[config.mk]
export PLATFORM = sky130hd
export DESIGN_NAME = axi3_master_port
export DESIGN_NICKNAME = d
export VERILOG_FILES = /design/src/rtl/axi3_master_port.sv
export SDC_FILE = /design/constraint.sdc
export NUM_CORES = 1
export LEC_CHECK = 0
export CORE_AREA = 2 2 152 154
export CTS_BUF_LIST = sky130_fd_sc_hd__clkbuf_4 sky130_fd_sc_hd__clkbuf_8
export DETAILED_ROUTE_END_ITERATION = 8
export DIE_AREA = 0 0 154 156
export SLEW_MARGIN = 20
export SYNTH_ARGS = -nofsm -noshare
export SYNTH_HDL_FRONTEND = slang
export SYNTH_SLANG_ARGS = --single-unit
export TNS_END_PERCENT = 50
[constraint.sdc]
create_clock -name aclk -period 2.4 [get_ports aclk]
set_input_delay 0.36 -clock aclk [delete_from_list [all_inputs] [get_ports aclk]]
set_output_delay 0.36 -clock aclk [all_outputs]
set_load 0.02 [all_outputs]
[src/rtl/axi3_master_port.sv]
// axi3_master_port: AXI3 master-side port engine.
// Turns user valid/ready command and data streams into AXI3 AW/W/B and AR/R
// handshakes. One write and one read may be outstanding at a time, and the
// two paths run independently.
// Optional build macro AXI_MAS_LEN_CHK_EN: enables the sticky read-length
// checker that drives len_err. Without it, len_err is tied low.
// DATA_WIDTH must be a power of 2 and at least 8.

module axi3_master_port #(
  parameter int ID_WIDTH   = 4,
  parameter int ADDR_WIDTH = 32,
  parameter int DATA_WIDTH = 32,
  parameter int LEN_WIDTH  = 4,
  parameter int SIZE_WIDTH = 3
) (
  input  logic                    aclk,
  input  logic                    arst,

  // User write command
  input  logic                    wr_cmd_valid,
  output logic                    wr_cmd_ready,
  input  logic [ID_WIDTH-1:0]     wr_cmd_id,
  input  logic [ADDR_WIDTH-1:0]   wr_cmd_addr,
  input  logic [LEN_WIDTH-1:0]    wr_cmd_len,
  input  logic [SIZE_WIDTH-1:0]   wr_cmd_size,
  input  logic [1:0]              wr_cmd_burst,

  // User write data
  input  logic                    wr_dat_valid,
  output logic                    wr_dat_ready,
  input  logic [DATA_WIDTH-1:0]   wr_dat_data,
  input  logic [DATA_WIDTH/8-1:0] wr_dat_strb,

  // User write response
  output logic                    wr_rsp_valid,
  input  logic                    wr_rsp_ready,
  output logic [ID_WIDTH-1:0]     wr_rsp_id,
  output logic [1:0]              wr_rsp_resp,

  // User read command
  input  logic                    rd_cmd_valid,
  output logic                    rd_cmd_ready,
  input  logic [ID_WIDTH-1:0]     rd_cmd_id,
  input  logic [ADDR_WIDTH-1:0]   rd_cmd_addr,
  input  logic [LEN_WIDTH-1:0]    rd_cmd_len,
  input  logic [SIZE_WIDTH-1:0]   rd_cmd_size,
  input  logic [1:0]              rd_cmd_burst,

  // User read data
  output logic                    rd_dat_valid,
  input  logic                    rd_dat_ready,
  output logic [DATA_WIDTH-1:0]   rd_dat_data,
  output logic [1:0]              rd_dat_resp,
  output logic                    rd_dat_last,
  output logic [ID_WIDTH-1:0]     rd_dat_id,

  // AXI3 write address channel
  output logic [ID_WIDTH-1:0]     awid,
  output logic [ADDR_WIDTH-1:0]   awaddr,
  output logic [LEN_WIDTH-1:0]    awlen,
  output logic [SIZE_WIDTH-1:0]   awsize,
  output logic [1:0]              awbrust,
  output logic [1:0]              awlock,
  output logic [3:0]              awcache,
  output logic [2:0]              awprot,
  output logic                    awvalid,
  input  logic                    awready,

  // AXI3 write data channel
  output logic [ID_WIDTH-1:0]     wid,
  output logic [DATA_WIDTH-1:0]   wdata,
  output logic [DATA_WIDTH/8-1:0] wstrob,
  output logic                    wlast,
  output logic                    wvalid,
  input  logic                    wready,

  // AXI3 write response channel
  input  logic [ID_WIDTH-1:0]     bid,
  input  logic [1:0]              bresp,
  input  logic                    bvalid,
  output logic                    bready,

  // AXI3 read address channel
  output logic [ID_WIDTH-1:0]     arid,
  output logic [ADDR_WIDTH-1:0]   araddr,
  output logic [LEN_WIDTH-1:0]    arlen,
  output logic [SIZE_WIDTH-1:0]   arsize,
  output logic [1:0]              arbrust,
  output logic [1:0]              arlock,
  output logic [3:0]              arcache,
  output logic [2:0]              arprot,
  output logic                    arvalid,
  input  logic                    arready,

  // AXI3 read data channel
  input  logic [ID_WIDTH-1:0]     rid,
  input  logic [DATA_WIDTH-1:0]   rdata,
  input  logic [1:0]              rresp,
  input  logic                    rlast,
  input  logic                    rvalid,
  output logic                    rready,

  // Sticky read-length error
  output logic                    len_err
);

  localparam int STRB_WIDTH = DATA_WIDTH / 8;

  typedef enum logic [1:0] {W_IDLE, W_ADDR, W_DATA, W_RESP} w_state_e;
  typedef enum logic [1:0] {R_IDLE, R_ADDR, R_DATA}         r_state_e;

  // Address-phase payload shared by AW and AR.
  typedef struct packed {
    logic [ID_WIDTH-1:0]   id;
    logic [ADDR_WIDTH-1:0] addr;
    logic [LEN_WIDTH-1:0]  len;
    logic [SIZE_WIDTH-1:0] size;
    logic [1:0]            burst;
  } addr_cmd_t;

  // ---------------------------------------------------------------------------
  // Write path
  // ---------------------------------------------------------------------------
  w_state_e              w_state_q,      w_state_d;
  addr_cmd_t             aw_q,           aw_d;
  logic                  awvalid_q,      awvalid_d;
  logic [ID_WIDTH-1:0]   wid_q,          wid_d;
  logic [DATA_WIDTH-1:0] wdata_q,        wdata_d;
  logic [STRB_WIDTH-1:0] wstrob_q,       wstrob_d;
  logic                  wlast_q,        wlast_d;
  logic                  wvalid_q,       wvalid_d;
  logic [LEN_WIDTH-1:0]  w_cnt_q,        w_cnt_d;
  logic                  wr_rsp_valid_q, wr_rsp_valid_d;
  logic [ID_WIDTH-1:0]   wr_rsp_id_q,    wr_rsp_id_d;
  logic [1:0]            wr_rsp_resp_q,  wr_rsp_resp_d;

  // Write-path state and payload registers.
  always_ff @(posedge aclk) begin
    // NOTE: every register here uses <= so all flops update from the same
    // pre-edge values; a blocking = would let later lines see new values.
    if (arst) begin
      w_state_q      <= W_IDLE;
      aw_q           <= '0;
      awvalid_q      <= 1'b0;
      wid_q          <= '0;
      wdata_q        <= '0;
      wstrob_q       <= '0;
      wlast_q        <= 1'b0;
      wvalid_q       <= 1'b0;
      w_cnt_q        <= '0;
      wr_rsp_valid_q <= 1'b0;
      wr_rsp_id_q    <= '0;
      wr_rsp_resp_q  <= '0;
    end else begin
      w_state_q      <= w_state_d;
      aw_q           <= aw_d;
      awvalid_q      <= awvalid_d;
      wid_q          <= wid_d;
      wdata_q        <= wdata_d;
      wstrob_q       <= wstrob_d;
      wlast_q        <= wlast_d;
      wvalid_q       <= wvalid_d;
      w_cnt_q        <= w_cnt_d;
      wr_rsp_valid_q <= wr_rsp_valid_d;
      wr_rsp_id_q    <= wr_rsp_id_d;
      wr_rsp_resp_q  <= wr_rsp_resp_d;
    end
  end

  // Write FSM: next state, next payload and the user/bus ready strobes.
  always_comb begin
    // NOTE: every output of this block gets a default before the case, so
    // no path leaves a signal unassigned and no latch is inferred.
    w_state_d      = w_state_q;
    aw_d           = aw_q;
    awvalid_d      = awvalid_q;
    wid_d          = wid_q;
    wdata_d        = wdata_q;
    wstrob_d       = wstrob_q;
    wlast_d        = wlast_q;
    wvalid_d       = wvalid_q;
    w_cnt_d        = w_cnt_q;
    wr_rsp_valid_d = wr_rsp_valid_q;
    wr_rsp_id_d    = wr_rsp_id_q;
    wr_rsp_resp_d  = wr_rsp_resp_q;
    wr_cmd_ready   = 1'b0;
    wr_dat_ready   = 1'b0;
    bready         = 1'b0;

    unique case (w_state_q)
      W_IDLE: begin
        wr_cmd_ready = 1'b1;
        if (wr_cmd_valid) begin
          aw_d      = '{id: wr_cmd_id, addr: wr_cmd_addr, len: wr_cmd_len,
                        size: wr_cmd_size, burst: wr_cmd_burst};
          wid_d     = wr_cmd_id;
          awvalid_d = 1'b1;
          w_state_d = W_ADDR;
        end
      end

      W_ADDR: begin
        if (awready) begin
          awvalid_d = 1'b0;
          w_cnt_d   = '0;
          w_state_d = W_DATA;
        end
      end

      W_DATA: begin
        // The skid slot is free when empty or draining this cycle. Once the
        // last beat is loaded, no further user beat belongs to this burst.
        wr_dat_ready = !wvalid_q || (wready && !wlast_q);
        if (wvalid_q && wready) begin
          wvalid_d = 1'b0;
        end
        if (wr_dat_valid && wr_dat_ready) begin
          wdata_d  = wr_dat_data;
          wstrob_d = wr_dat_strb;
          wlast_d  = (w_cnt_q == aw_q.len);
          wvalid_d = 1'b1;
          w_cnt_d  = w_cnt_q + LEN_WIDTH'(1);
        end
        if (wvalid_q && wready && wlast_q) begin
          w_state_d = W_RESP;
        end
      end

      W_RESP: begin
        bready = !wr_rsp_valid_q;
        if (bvalid && !wr_rsp_valid_q) begin
          wr_rsp_id_d    = bid;
          wr_rsp_resp_d  = bresp;
          wr_rsp_valid_d = 1'b1;
        end
        if (wr_rsp_valid_q && wr_rsp_ready) begin
          wr_rsp_valid_d = 1'b0;
          w_state_d      = W_IDLE;
        end
      end

      default: w_state_d = W_IDLE;
    endcase
  end

  assign awid         = aw_q.id;
  assign awaddr       = aw_q.addr;
  assign awlen        = aw_q.len;
  assign awsize       = aw_q.size;
  assign awbrust      = aw_q.burst;
  assign awlock       = 2'b00;
  assign awcache      = 4'b0000;
  assign awprot       = 3'b000;
  assign awvalid      = awvalid_q;
  assign wid          = wid_q;
  assign wdata        = wdata_q;
  assign wstrob       = wstrob_q;
  assign wlast        = wlast_q;
  assign wvalid       = wvalid_q;
  assign wr_rsp_valid = wr_rsp_valid_q;
  assign wr_rsp_id    = wr_rsp_id_q;
  assign wr_rsp_resp  = wr_rsp_resp_q;

  // ---------------------------------------------------------------------------
  // Read path
  // ---------------------------------------------------------------------------
  r_state_e  r_state_q, r_state_d;
  addr_cmd_t ar_q,      ar_d;
  logic      arvalid_q, arvalid_d;

`ifdef AXI_MAS_LEN_CHK_EN
  logic [LEN_WIDTH-1:0] r_cnt_q,   r_cnt_d;
  logic                 len_err_q, len_err_d;
`endif

  // Read-path state and payload registers.
  always_ff @(posedge aclk) begin
    if (arst) begin
      r_state_q <= R_IDLE;
      ar_q      <= '0;
      arvalid_q <= 1'b0;
`ifdef AXI_MAS_LEN_CHK_EN
      r_cnt_q   <= '0;
      len_err_q <= 1'b0;
`endif
    end else begin
      r_state_q <= r_state_d;
      ar_q      <= ar_d;
      arvalid_q <= arvalid_d;
`ifdef AXI_MAS_LEN_CHK_EN
      r_cnt_q   <= r_cnt_d;
      len_err_q <= len_err_d;
`endif
    end
  end

  // Read FSM: address phase, then R beats pass straight through to the user.
  always_comb begin
    r_state_d    = r_state_q;
    ar_d         = ar_q;
    arvalid_d    = arvalid_q;
    rd_cmd_ready = 1'b0;
    rd_dat_valid = 1'b0;
    rready       = 1'b0;
`ifdef AXI_MAS_LEN_CHK_EN
    r_cnt_d      = r_cnt_q;
    len_err_d    = len_err_q;
`endif

    unique case (r_state_q)
      R_IDLE: begin
        rd_cmd_ready = 1'b1;
        if (rd_cmd_valid) begin
          ar_d      = '{id: rd_cmd_id, addr: rd_cmd_addr, len: rd_cmd_len,
                        size: rd_cmd_size, burst: rd_cmd_burst};
          arvalid_d = 1'b1;
          r_state_d = R_ADDR;
        end
      end

      R_ADDR: begin
        if (arready) begin
          arvalid_d = 1'b0;
`ifdef AXI_MAS_LEN_CHK_EN
          r_cnt_d   = '0;
`endif
          r_state_d = R_DATA;
        end
      end

      R_DATA: begin
        rd_dat_valid = rvalid;
        rready       = rd_dat_ready;
        if (rvalid && rd_dat_ready) begin
`ifdef AXI_MAS_LEN_CHK_EN
          r_cnt_d = r_cnt_q + LEN_WIDTH'(1);
          // Early rlast, or the final expected beat arriving without rlast.
          if ((rlast && (r_cnt_q != ar_q.len)) ||
              (!rlast && (r_cnt_q == ar_q.len))) begin
            len_err_d = 1'b1;
          end
`endif
          if (rlast) begin
            r_state_d = R_IDLE;
          end
        end
      end

      default: r_state_d = R_IDLE;
    endcase
  end

  assign arid        = ar_q.id;
  assign araddr      = ar_q.addr;
  assign arlen       = ar_q.len;
  assign arsize      = ar_q.size;
  assign arbrust     = ar_q.burst;
  assign arlock      = 2'b00;
  assign arcache     = 4'b0000;
  assign arprot      = 3'b000;
  assign arvalid     = arvalid_q;
  assign rd_dat_data = rdata;
  assign rd_dat_resp = rresp;
  assign rd_dat_last = rlast;
  assign rd_dat_id   = rid;

`ifdef AXI_MAS_LEN_CHK_EN
  assign len_err = len_err_q;
`else
  assign len_err = 1'b0;
`endif

endmodule

==> impl_metrics.csv, run 1 <==
group,metric,value,unit
worst_setup_path,cp_top_family,"buffers and inverters",
cells_and_area,seqCellArea,0.002903,sq mm
sta,fin_ws,149.3,ps
place,placement.io_buffers,292,
synth,synthDistinctLibCells,38,
power_and_ir_drop,comb_power_share,31.3,%
sta,fin_setup_tns,0,ps
clock_tree,resized_cells_post_cts,0,
power_and_ir_drop,power_report.internal_total,4.757,mW
global_routing,vias_in_the_first_global_route,4969,
floorplanning,die_y,156,um
clock_tree,post_cts_buffers,0,
sta,grt_setup_unrepaired,"false",
synth,synth-async-reset-ratio,0,%
synth,synth_simple_gate_area_share,20.59,%
clock_tree,ctsHtreeMaxLevel,4,
floorplanning,rows,55,
cells_and_area,fill_cells,2278,
synth,ys_seq_area_share,50.60,%
sta,finalSetupViolations,0,
sta,slew_violations,0,
sta,period_minus_slack,2251,ps
place,post-place-ws,242.9,ps
sta,final_hold_slack,289.7,ps
worst_setup_path,worstPathRequired,2040,ps
synth,yosysWarnings,0,
floorplanning,initial_util,25.65,%
floorplanning,core_region_area,0.02237,sq mm
cells_and_area,areaGrowthSynthToFinish,57.10,%
clock_tree,clock_insertion_delay_worst_skew,440,ps
synth,synth.ff_latch_count,145,
worst_setup_path,critical_path_class,"flop to output port",
flow_run,timing.max_cap.violations,0,
sta,final.period_utilization,93.78,%
cells_and_area,mostFrequentLayoutCell,"clkdlybuf4s50_1",
synth,synth_top_family_by_area,"simple AND/OR/NAND/NOR gates",
worst_setup_path,crit_arrival,1890,ps
cells_and_area,final_layout_size_suffix_gt1_share,5.258,%
synth,post_synth_instance_area,0.005737,sq mm
cells_and_area,insertedDiodeCount,0,
place,routabilityCongestion,0.7327,
clock_tree,numCtsBuffers,17,
synth,synth.mux.area_fraction,1.396,%
routing,initialDrtViolationCount,335,
global_routing,grt_max_degree,80,
routing,number_of_remaining_drc_errors,0,
global_routing,gr-usage-all-layers,14.34,%
routing,routed_wire_length_per_instance,14.29,um
sta,final.setup_skew,17.81,ps
place,detailedPlacementHpwl,12640,um
clock_tree,tritoncts,"built",
power_and_ir_drop,power_frac_seq,39.5,%
worst_setup_path,crit_path_max_fanout,4,
cells_and_area,mostFrequentLayoutCells,"291 x clkdlybuf4s50_1, 263 x nand2_1, 145 x dfxtp_1",
routing,avgViaCountPerCell,4.298,
worst_setup_path,critPathCaptureType,"output port",
worst_setup_path,timing.critical_path.buf_inv,2,
outcome,outcome,"finished clean",
worst_setup_path,setup.worst_path.start_class,"flop",
power_and_ir_drop,vdd_ir_drop_max,472.7,uV
worst_setup_path,critPathMaxStageDelay,660,ps
synth,synth_cells,726,
routing,final_antenna_net_count,0,
clock_tree,cts.root.buffer_cell,"clkbuf_8",
global_routing,globalRoute.totalOverflow,0,
synth,synth-compound-area-share,13.98,%
sta,worstMarginPinSlew,528.0,ps
global_routing,antenna_found_initial,0,
power_and_ir_drop,clockPowerShare,29.2,%
synth,synth_edf_count,0,
cells_and_area,multi_input_area,0.002242,sq mm
clock_tree,ctsLongestPathBuffers,2,
synth,post_synth_xor_area_fraction,0.6107,%
synth,synth_fa_ha_area_share,1.091,%
hold_path,worstHoldPathType,"input port to flop",
power_and_ir_drop,switching_share,33.39,%
clock_tree,cts_hold_buf,0,
power_and_ir_drop,power-per-cell-area,792.3,mW/mm^2
routing,drt_first_pass_iters,4,
sta,fmax,444.3,MHz
clock_tree,clkSlewWorstSetupHoldPaths,80,ps
sta,final-hold-violation-count,0,
floorplanning,pin_count,388,
synth,synth_ff_type,"dfxtp_1",
global_routing,grt_first_pass_wirelength,27170,um
floorplanning,die_span_in_x,154,um
worst_setup_path,crit_path_top_delay_cell,"clkdlybuf4s50_1",
clock_tree,cts.sink_count,145,
power_and_ir_drop,leakagePower,3.313,nW
routing,vias,5394,
cells_and_area,nets,1145,
cells_and_area,final_core_utilization,40.30,%
routing,detail_route.wirelength,17940,um
synth,syn_avg_cell_area,7.902,sq um
sta,max-slew-margin-rel,64.80,%
floorplanning,floorplan.die_area,0.02402,sq mm
power_and_ir_drop,total_switching_power,2.384,mW
worst_setup_path,worstPathCellList,"inv_1, ha_1, a21boi_0, clkdlybuf4s50_1",
==> cell usage after synthesis (all sizes together) (3+ instances only) <==
master	count	area share [%]
nand2	265	17
nor2b	5	0.55
ha	5	1.1
a31oi	3	0.33
buf	67	8.6
clkbuf	42	2.8
dfxtp	145	51
o211ai	3	0.39
nand3	3	0.26
a21oi	136	12
nand2b	3	0.46
inv	4	0.26
nor2	13	0.85
xor2	4	0.61
mux2i	8	1.4
==> state kept, by name, summed over array words and instances (netlist names), 2 cells and up <==
signal / count
r_state_q: 2
wdata: 32
awsize: 3
wr_rsp_id: 4
awaddr: 32
arlen: 4
wr_rsp_resp: 2
araddr: 32
w_cnt_q: 4
arid: 4
wid: 4
awlen: 4
awbrust: 2
w_state_q: 2
wstrob: 4
arsize: 3
arbrust: 2
==> power by group through the flow <==
stage / sequential (mW) / combinational [mW] / clock [mW]
3_3_place_gp: 2.87 / 2.25 / 0
3_5_place_dp: 2.88 / 2.26 / 0
2_1_floorplan: 3.15 / 1.01 / 0
6_report: 2.82 / 2.23 / 2.09
4_1_cts: 2.83 / 2.27 / 2.19
5_1_grt: 2.86 / 2.43 / 2.28
==> through the flow <==
step           std cells  cell area (sq um)  power [mW]
6_report            1255               9012       7.141
4_1_cts             1255               9012       7.284
2_1_floorplan        744               5804       4.161
5_1_grt             1255               9012       7.570
3_5_place_dp        1223               8582       5.134
3_3_place_gp        1223               8582       5.119
==> final cells by class <==
cell class,instances,area share (%)
Timing Repair Buffer,303,34.01
Sequential cell,145,32.21
Multi-Input combinational cell,486,24.88
Tap cell,285,3.957
Clock buffer,19,2.832
Clock inverter,13,1.944
Inverter,4,0.1666
==> cell families after synthesis <==
logic type	count (synthesis)
other	1
AND/OR/NAND/NOR	298
buffers and inverters	113
adder cells (fa/ha/maj)	5
AO/OA/AOI/OAI	152
flip-flops	145
XOR/XNOR	4
multiplexers	8
==> routing by layer <==
metal / track usage (%) / part of all wire (%)
met4: 5.830 / 2.1
met2: 23.34 / 49
met1: 17.84 / 43
met5: 0 / 0
met3: 4.167 / 5.6
==> final timing paths <==
check                           slack (ps)            to  cells past startpoint    startpoint
worst max-delay path                   150  wr_dat_ready                      4  w_state_q[0]
worst max register to register         510     wstrob[3]                      8  w_state_q[0]
worst min register to register         450     araddr[6]                      2     araddr[6]
worst min-delay path                   290    awaddr[15]                      2          arst
(Power assumes the default switching activity.)
==> run 2, diff against run 1 <==
SETUP_SLACK_MARGIN = 0.3   (was default)
==> run 2 against run 1 <==
Against the previous run: via count about the same; critical path depth shrank 2; sequential share of layout area barely moved; count of clock-buffer cells in the layout is the same; fmax is 12% higher; total power is essentially flat; cell area about the same; flip-flop and latch count is the same; non-clock buffer count unchanged; utilization about the same; clock power about the same; clock skew barely moved; largest cell class unchanged; largest power group unchanged.
==> impl_metrics.csv, run 2 (synthesis gave the netlist of run 1 again) <==
group,metric,value,unit
floorplanning,floorplan.die_area,0.02402,sq mm
sta,final_hold_slack,290.0,ps
clock_tree,ctsHtreeMaxLevel,4,
cells_and_area,mostFrequentLayoutCell,"clkdlybuf4s50_1",
cells_and_area,areaGrowthSynthToFinish,57.16,%
cells_and_area,mostFrequentLayoutCells,"288 x clkdlybuf4s50_1, 263 x nand2_1, 145 x dfxtp_1",
global_routing,vias_in_the_first_global_route,4969,
sta,grt_setup_unrepaired,"true",
outcome,outcome,"finished clean",
clock_tree,post_cts_buffers,0,
sta,final.period_utilization,83.87,%
clock_tree,cts_hold_buf,0,
place,post-place-ws,242.9,ps
clock_tree,cts.sink_count,145,
cells_and_area,final_layout_size_suffix_gt1_share,5.258,%
worst_setup_path,crit_path_top_delay_cell,"clkdlybuf4s50_1",
power_and_ir_drop,comb_power_share,31.2,%
power_and_ir_drop,power_frac_seq,39.5,%
place,routabilityCongestion,0.7327,
global_routing,grt_first_pass_wirelength,27170,um
sta,fin_ws,387.0,ps
power_and_ir_drop,power,7.135,mW
cells_and_area,insertedDiodeCount,0,
worst_setup_path,setup.worst_path.start_class,"flop",
clock_tree,clock_insertion_delay_worst_skew,440,ps
routing,vias,5392,
power_and_ir_drop,vdd_ir_drop_max,473.3,uV
worst_setup_path,crit_arrival,1650,ps
clock_tree,resized_cells_post_cts,1,
routing,final_antenna_net_count,0,
worst_setup_path,timing.critical_path.buf_inv,1,
power_and_ir_drop,power-per-cell-area,791.4,mW/mm^2
clock_tree,cts.root.buffer_cell,"clkbuf_8",
routing,initialDrtViolationCount,338,
worst_setup_path,critPathCaptureType,"output port",
sta,max-slew-margin-rel,64.81,%
hold_path,worstHoldPathType,"input port to flop",
power_and_ir_drop,total_switching_power,2.385,mW
sta,slew_violations,0,
floorplanning,die_y,156,um
sta,finalSetupViolations,0,
worst_setup_path,critical_path_class,"flop to output port",
worst_setup_path,worstPathRequired,2040,ps
sta,period_minus_slack,2013,ps
power_and_ir_drop,leakagePower,3.342,nW
floorplanning,core_region_area,0.02237,sq mm
global_routing,globalRoute.totalOverflow,0,
power_and_ir_drop,switching_share,33.43,%
sta,final.setup_skew,17.82,ps
routing,routed_wire_length_per_instance,14.29,um
power_and_ir_drop,clockPowerShare,29.2,%
cells_and_area,instances_no_fill,1255,
floorplanning,die_span_in_x,154,um
routing,number_of_remaining_drc_errors,0,
worst_setup_path,critPathMaxStageDelay,590,ps
place,placement.io_buffers,292,
clock_tree,ctsLongestPathBuffers,2,
floorplanning,initial_util,25.65,%
sta,worstMarginPinSlew,527.9,ps
clock_tree,numCtsBuffers,17,
power_and_ir_drop,power_report.internal_total,4.750,mW
sta,fin_setup_tns,0,ps
worst_setup_path,cp_top_family,"buffers and inverters",
cells_and_area,nets,1145,
clock_tree,tritoncts,"built",
routing,avgViaCountPerCell,4.296,
clock_tree,clkSlewWorstSetupHoldPaths,80,ps
sta,final-hold-violation-count,0,
routing,detail_route.wirelength,17930,um
worst_setup_path,crit_path_max_fanout,8,
place,detailedPlacementHpwl,12640,um
place,numPlacedInstances,1223,
sta,fmax,496.8,MHz
floorplanning,rows,55,
routing,drt_first_pass_iters,4,
worst_setup_path,worstPathCellList,"and3b_1, clkdlybuf4s50_1",
floorplanning,pin_count,388,
global_routing,grt_max_degree,80,
global_routing,gr-usage-all-layers,14.34,%
flow_run,timing.max_cap.violations,0,
global_routing,antenna_found_initial,0,
[run 2: changes by cell type in the layout (fill, tap and decap cells not counted)]
cell	delta
dlygate4sd2_1	+1
dlymetal6s2s_1	+2
clkdlybuf4s50_1	-3
[run 2: metrics by stage]
step / util (%) / area, sq um
3_3_place_gp: 38.37 / 8582
6_report: 40.31 / 9016
2_1_floorplan: - / 5804
4_1_cts: 40.29 / 9011
5_1_grt: 40.31 / 9016
3_5_place_dp: 38.37 / 8582
[run 2: final timing paths]
kind,start,end,slack [ps],depth (start not counted)
worst max-delay path,r_state_q[1],rd_dat_valid,390,2
worst min-delay path,arst,awaddr[15],290,2
worst max register to register,w_state_q[0],wstrob[3],510,8
worst min register to register,araddr[6],araddr[6],450,2
[run 2: per-layer routing]
metal	part of all wire (%)	track usage, %
met5	0	0
met3	5.6	4.167
met4	2.1	5.830
met1	43	17.84
met2	49	23.34
[run 2: power groups by stage]
stage | clock [mW] | combinational, mW | sequential [mW]
floorplan | 0 | 1.01 | 3.15
global placement | 0 | 2.25 | 2.87
detailed placement | 0 | 2.26 | 2.88
CTS | 2.19 | 2.26 | 2.83
global route | 2.28 | 2.42 | 2.86
finish | 2.09 | 2.23 | 2.82
[run 2: layout make-up]
cell class              count  area [sq um]
inverters                   4         15.01
clock inverters            13         175.2
flip-flops and latches    145          2903
clock buffers              19         255.2
fillers                  2280         13350
repair buffers            303          3069
well taps                 285         356.6
multi-input cells         486          2242
==> RTL change 1 (flow settings as in run 2) <==
Reset style: asynchronous (`arst`), changed in 2 clocked blocks.
--- a/src/rtl/axi3_master_port.sv
+++ b/src/rtl/axi3_master_port.sv
@@ -137,3 +137,3 @@
   // Write-path state and payload registers.
-  always_ff @(posedge aclk) begin
+  always_ff @(posedge aclk or posedge arst) begin
     // NOTE: every register here uses <= so all flops update from the same
@@ -276,3 +276,3 @@
   // Read-path state and payload registers.
-  always_ff @(posedge aclk) begin
+  always_ff @(posedge aclk or posedge arst) begin
     if (arst) begin
Behaviour: differs if arst is asserted again (counterexample within 4 cycles, from zero or initial values and one cycle with arst high); with arst held inactive, the same outputs for 4 cycles.
==> RTL change 1 against run 2 <==
Highest routed layer unchanged. Synthesized area rose by 8.8%. Register-to-register slack got worse by 30 ps. Clock skew fell by 3.0 ps. Routed wire length fell by 7.7%. Critical path type unchanged. Final area rose by 6.6%. Worst setup slack got worse by 56 ps. Sequential cell count did not move.
Power is not compared: it rests on default switching activity, and its combinational part moved more than twofold at a synthesized area within 25%.
==> RTL change 1: results (changes against run 2) <==
Finish
  – Clock network share of area: 4.73% (-0.046 points)
  – #MultiIn Comb: 293 (-40%)
  – Layout cells sized above 1: 18.7% (+13 points)

Detailed routing
  – Met2 WL: 8060 um (-8.6%)
  – Routed wire per std cell: 15.6 um (+8.9%)
  – Routed wire length: 16600 um (-7.7%)
  – WL met1: 6760 um (-13%)

Placed design
  – Placement Setup Slack: 238 ps (-5.17 ps)
  – Placed inst area: 0.00915 sq mm (+6.6%)
  – Final Wtd Congestion: 0.747 (+2.0%)

Timing
  – Worst slew pin tran: 625 ps (+97.3 ps)
  – Hold WS: 384 ps (+93.6 ps)

Worst setup path
  – R2R depth: 6 (-2)
  – Flop2flop setup slack: 480 ps (-30 ps)
  – Crit path max fanout: 4 (-4)

Yosys
  – Multiplexer share of the synthesized area: 18.2% (+17 points)
  – Seq/Total Area, Yosys: 58.1% (+7.5 points)
  – Leading post-synthesis cells by cell area: dfrtp_1 (58%), mux2_2 (18%), buf_4 (7.6%)
  – Dominant synthesized flop cell: dfrtp_1
  – Xor/xnor cell area share of the yosys netlist: 0.561% (-0.049 points)

Outcome
  – Run status: finished clean

Global routing
  – First-pass GRT wire length: 25600 um (-5.7%)
  – Met2 usage: 22.5% (-0.79 points)
  – Largest net degree at the start of global routing: 78 (-2.5%)
  – Global Route met1 Usage: 16.3% (-1.5 points)

Clock network
  – # resized after CTS: 2 (+1)

Worst hold path
  – Hold Crit Class: in2async
## RTL change 1: changes by cell type in the layout (fill, tap and decap cells not counted), sizes merged, moves of 4 or more
cell,run 2,this run
mux2i,8,3
mux2,0,98
nand2,265,120
dfrtp,0,145
dfxtp,145,0
a21oi,136,5
xnor2,0,4
xor2,4,0
nor2,13,3
## RTL change 1: worst max-delay path, stage by stage, from the launching register on
cell           delay [ps]
dfrtp_1               420
inv_1                 120
ha_1                  190
a21boi_0              190
dlygate4sd2_1         370
## RTL change 1: final timing paths
path | from | endpoint
worst max-delay path | w_state_q[0]$_DFFE_PP0P_ | wr_dat_ready
worst min register to register | wdata[13]$_DFFE_PP0P_ | wdata[13]$_DFFE_PP0P_
worst min-delay path | arst | arid[2]$_DFFE_PP0P_
worst max register to register | w_state_q[1]$_DFFE_PP0P_ | w_state_q[1]$_DFFE_PP0P_
max in group asynchronous | arst | w_state_q[1]$_DFFE_PP0P_
min in group aclk | wr_dat_data[22] | wdata[22]$_DFFE_PP0P_
==> RTL change 2 (config.mk and constraints of run 2) <==
Made on the original files. The parameter `SIZE_WIDTH` goes from 3 to 6.
--- a/src/rtl/axi3_master_port.sv
+++ b/src/rtl/axi3_master_port.sv
@@ -13,3 +13,3 @@
   parameter int LEN_WIDTH  = 4,
-  parameter int SIZE_WIDTH = 3
+  parameter int SIZE_WIDTH = 6
 ) (
Ports: changed (resized arsize, awsize, rd_cmd_size and wr_cmd_size); port bits go from 388 to 400. The function was not compared with the original's and may differ.
==> RTL change 2 against run 2 <==
Sequential cell count grew 6. Die area did not move. Total power rose by 3.9%. Final area up 4.2%. Worst setup slack got worse by 32 ps. Sequential share of layout area barely moved. Synthesized area grew 4.3%. Count of clock-buffer cells in the layout is 1 lower. Routed wire length increased by 4.5%. Non-clock buffer count is 15 higher. Via count increased by 4.3%.
==> RTL change 2: results (changes against run 2) <==
Worst hold path
  – Hold path start: arst
  – Hold Crit Class: in2reg

Power
  – Cell leakage power: 3.49 nW (+4.6%)
  – Int Pwr: 4.87 mW (+2.5%)
  – Peak VDD IR: 0.358 mV (-24%)
  – Clock network power: 2.12 mW
  – Comb pwr share: 31.8% (+0.6 points)
  – Sw power: 2.54 mW (+6.7%)

Detailed routing
  – Iter 0 DRT Violations: 273 (-19%)
  – Vias per cell: 4.34 (+1.1%)
  – Routed wire per std cell: 14.5 um (+1.3%)
  – TritonRoute pass-1 iters: 4 (unchanged)
  – Overall via count from detail_route: 5626 (+4.3%)

Timing
  – Clock Skews: 17.8 ps (-0.0123 ps)
  – Hold WS: 327 ps (+36.6 ps)
  – Max Freq: 489 MHz (-1.6%)

Worst setup path
  – CP max stage cell: clkdlybuf4s50_1
  – Flop2flop setup slack: 590 ps (+80 ps)
  – Worst Setup SP: r_state_q[1]$_SDFFE_PP0P_
  – Worst path arrival time: 1690 ps (+40 ps)
  – Largest stage delay, worst path: 590 ps (about the same)
  – RR Startpoint: w_state_q[0]$_SDFFE_PP0P_
  – Crit path max fanout: 8 (unchanged)
  – Top Family by Delay on Critical Path: buffers and inverters

Yosys
  – Post-synth cell types: 38 (unchanged)
  – Seq/Total Area, Yosys: 50.5% (-0.066 points)
  – Yosys warns: 0 (unchanged)
  – Synth Area in Adders: 1.05% (-0.045 points)
  – Synth Area in Compound Gates: 14.2% (+0.24 points)
  – Post-synth ARST share: 0% (unchanged)
  – Multiplexer share of the synthesized area: 1.34% (-0.057 points)
  – Xor/xnor cell area share of the yosys netlist: 0.586% (-0.025 points)
  – Post-Syn Instances: 751 (+3.4%)
  – Leading post-synthesis cells by cell area: dfxtp_1 (51%), nand2_1 (17%), a21oi_1 (12%)
  – Top cells by count, synth: nand2_1 (277), dfxtp_1 (151), a21oi_1 (141)

Clock network
  – CTS Buf Count: 17 (unchanged)
  – H-tree levels: 4 (unchanged)
  – Reg clk slew, reported paths: 90 ps
  – Worst-Skew Late Latency: 450 ps
  – Root Buffer: clkbuf_8
  – Bufs on Longest Clock Path: 2 (unchanged)

Placed design
  – PortBufs: 304 (+4.1%)
  – Placed inst area: 0.00896 sq mm (+4.5%)
  – HPWL Detailed: 13500 um (+6.9%)
  – Final Wtd Congestion: 0.747 (+2.0%)
  – Placement Setup Slack: 287 ps (+44.4 ps)
  – Placed cells: 1262 (+3.2%)

Finish
  – # nets final: 1190 (+3.9%)
  – Layout cells sized above 1: 5.25% (about the same)

Global routing
  – Vias in the first global route: 5231 (+5.3%)
  – Initial antenna violation count: 2 (+2)
  – Largest net degree at the start of global routing: 56 (-30%)
  – First-pass GRT wire length: 28400 um (+4.5%)
  – GRT Total Usage: 15.0% (+0.62 points)

Outcome
  – Run status: finished clean
-- RTL change 2: per-layer routing --
layer / GRT usage (%) / vias up / part of all wire, %
met5: 0 / - / 0.080
li1: - / 2827 / -
met3: 6.81 / 27 / 9.6
met2: 24.7 / 245 / 48
met1: 17.0 / 2525 / 41
met4: 5.47 / 2 / 1.8
-- RTL change 2: timing repair --
item,CTS,global route
hold buffers,0,0
endpoints found under the setup margin,3,5
buffers inserted,0,0
resized for setup,1,2
-- RTL change 2: final timing paths --
kind	depth (start not counted)	end
hold reg to reg	2	arbrust[1]$_SDFFE_PP0P_
hold / removal	2	wvalid$_SDFFE_PP0P_
setup reg to reg	7	wdata[28]$_SDFFE_PP0P_
setup / recovery	2	rd_dat_valid
-- RTL change 2: layout make-up --
class | count | area, sq um
antenna | 1 | 2.50
clock buffer | 18 | 248
clock inverter | 14 | 174
fill | 2237 | 13000
inverter | 4 | 15.0
multi-input combinational | 504 | 2340
sequential | 151 | 3020
tap | 285 | 357
timing repair buffer | 318 | 3240
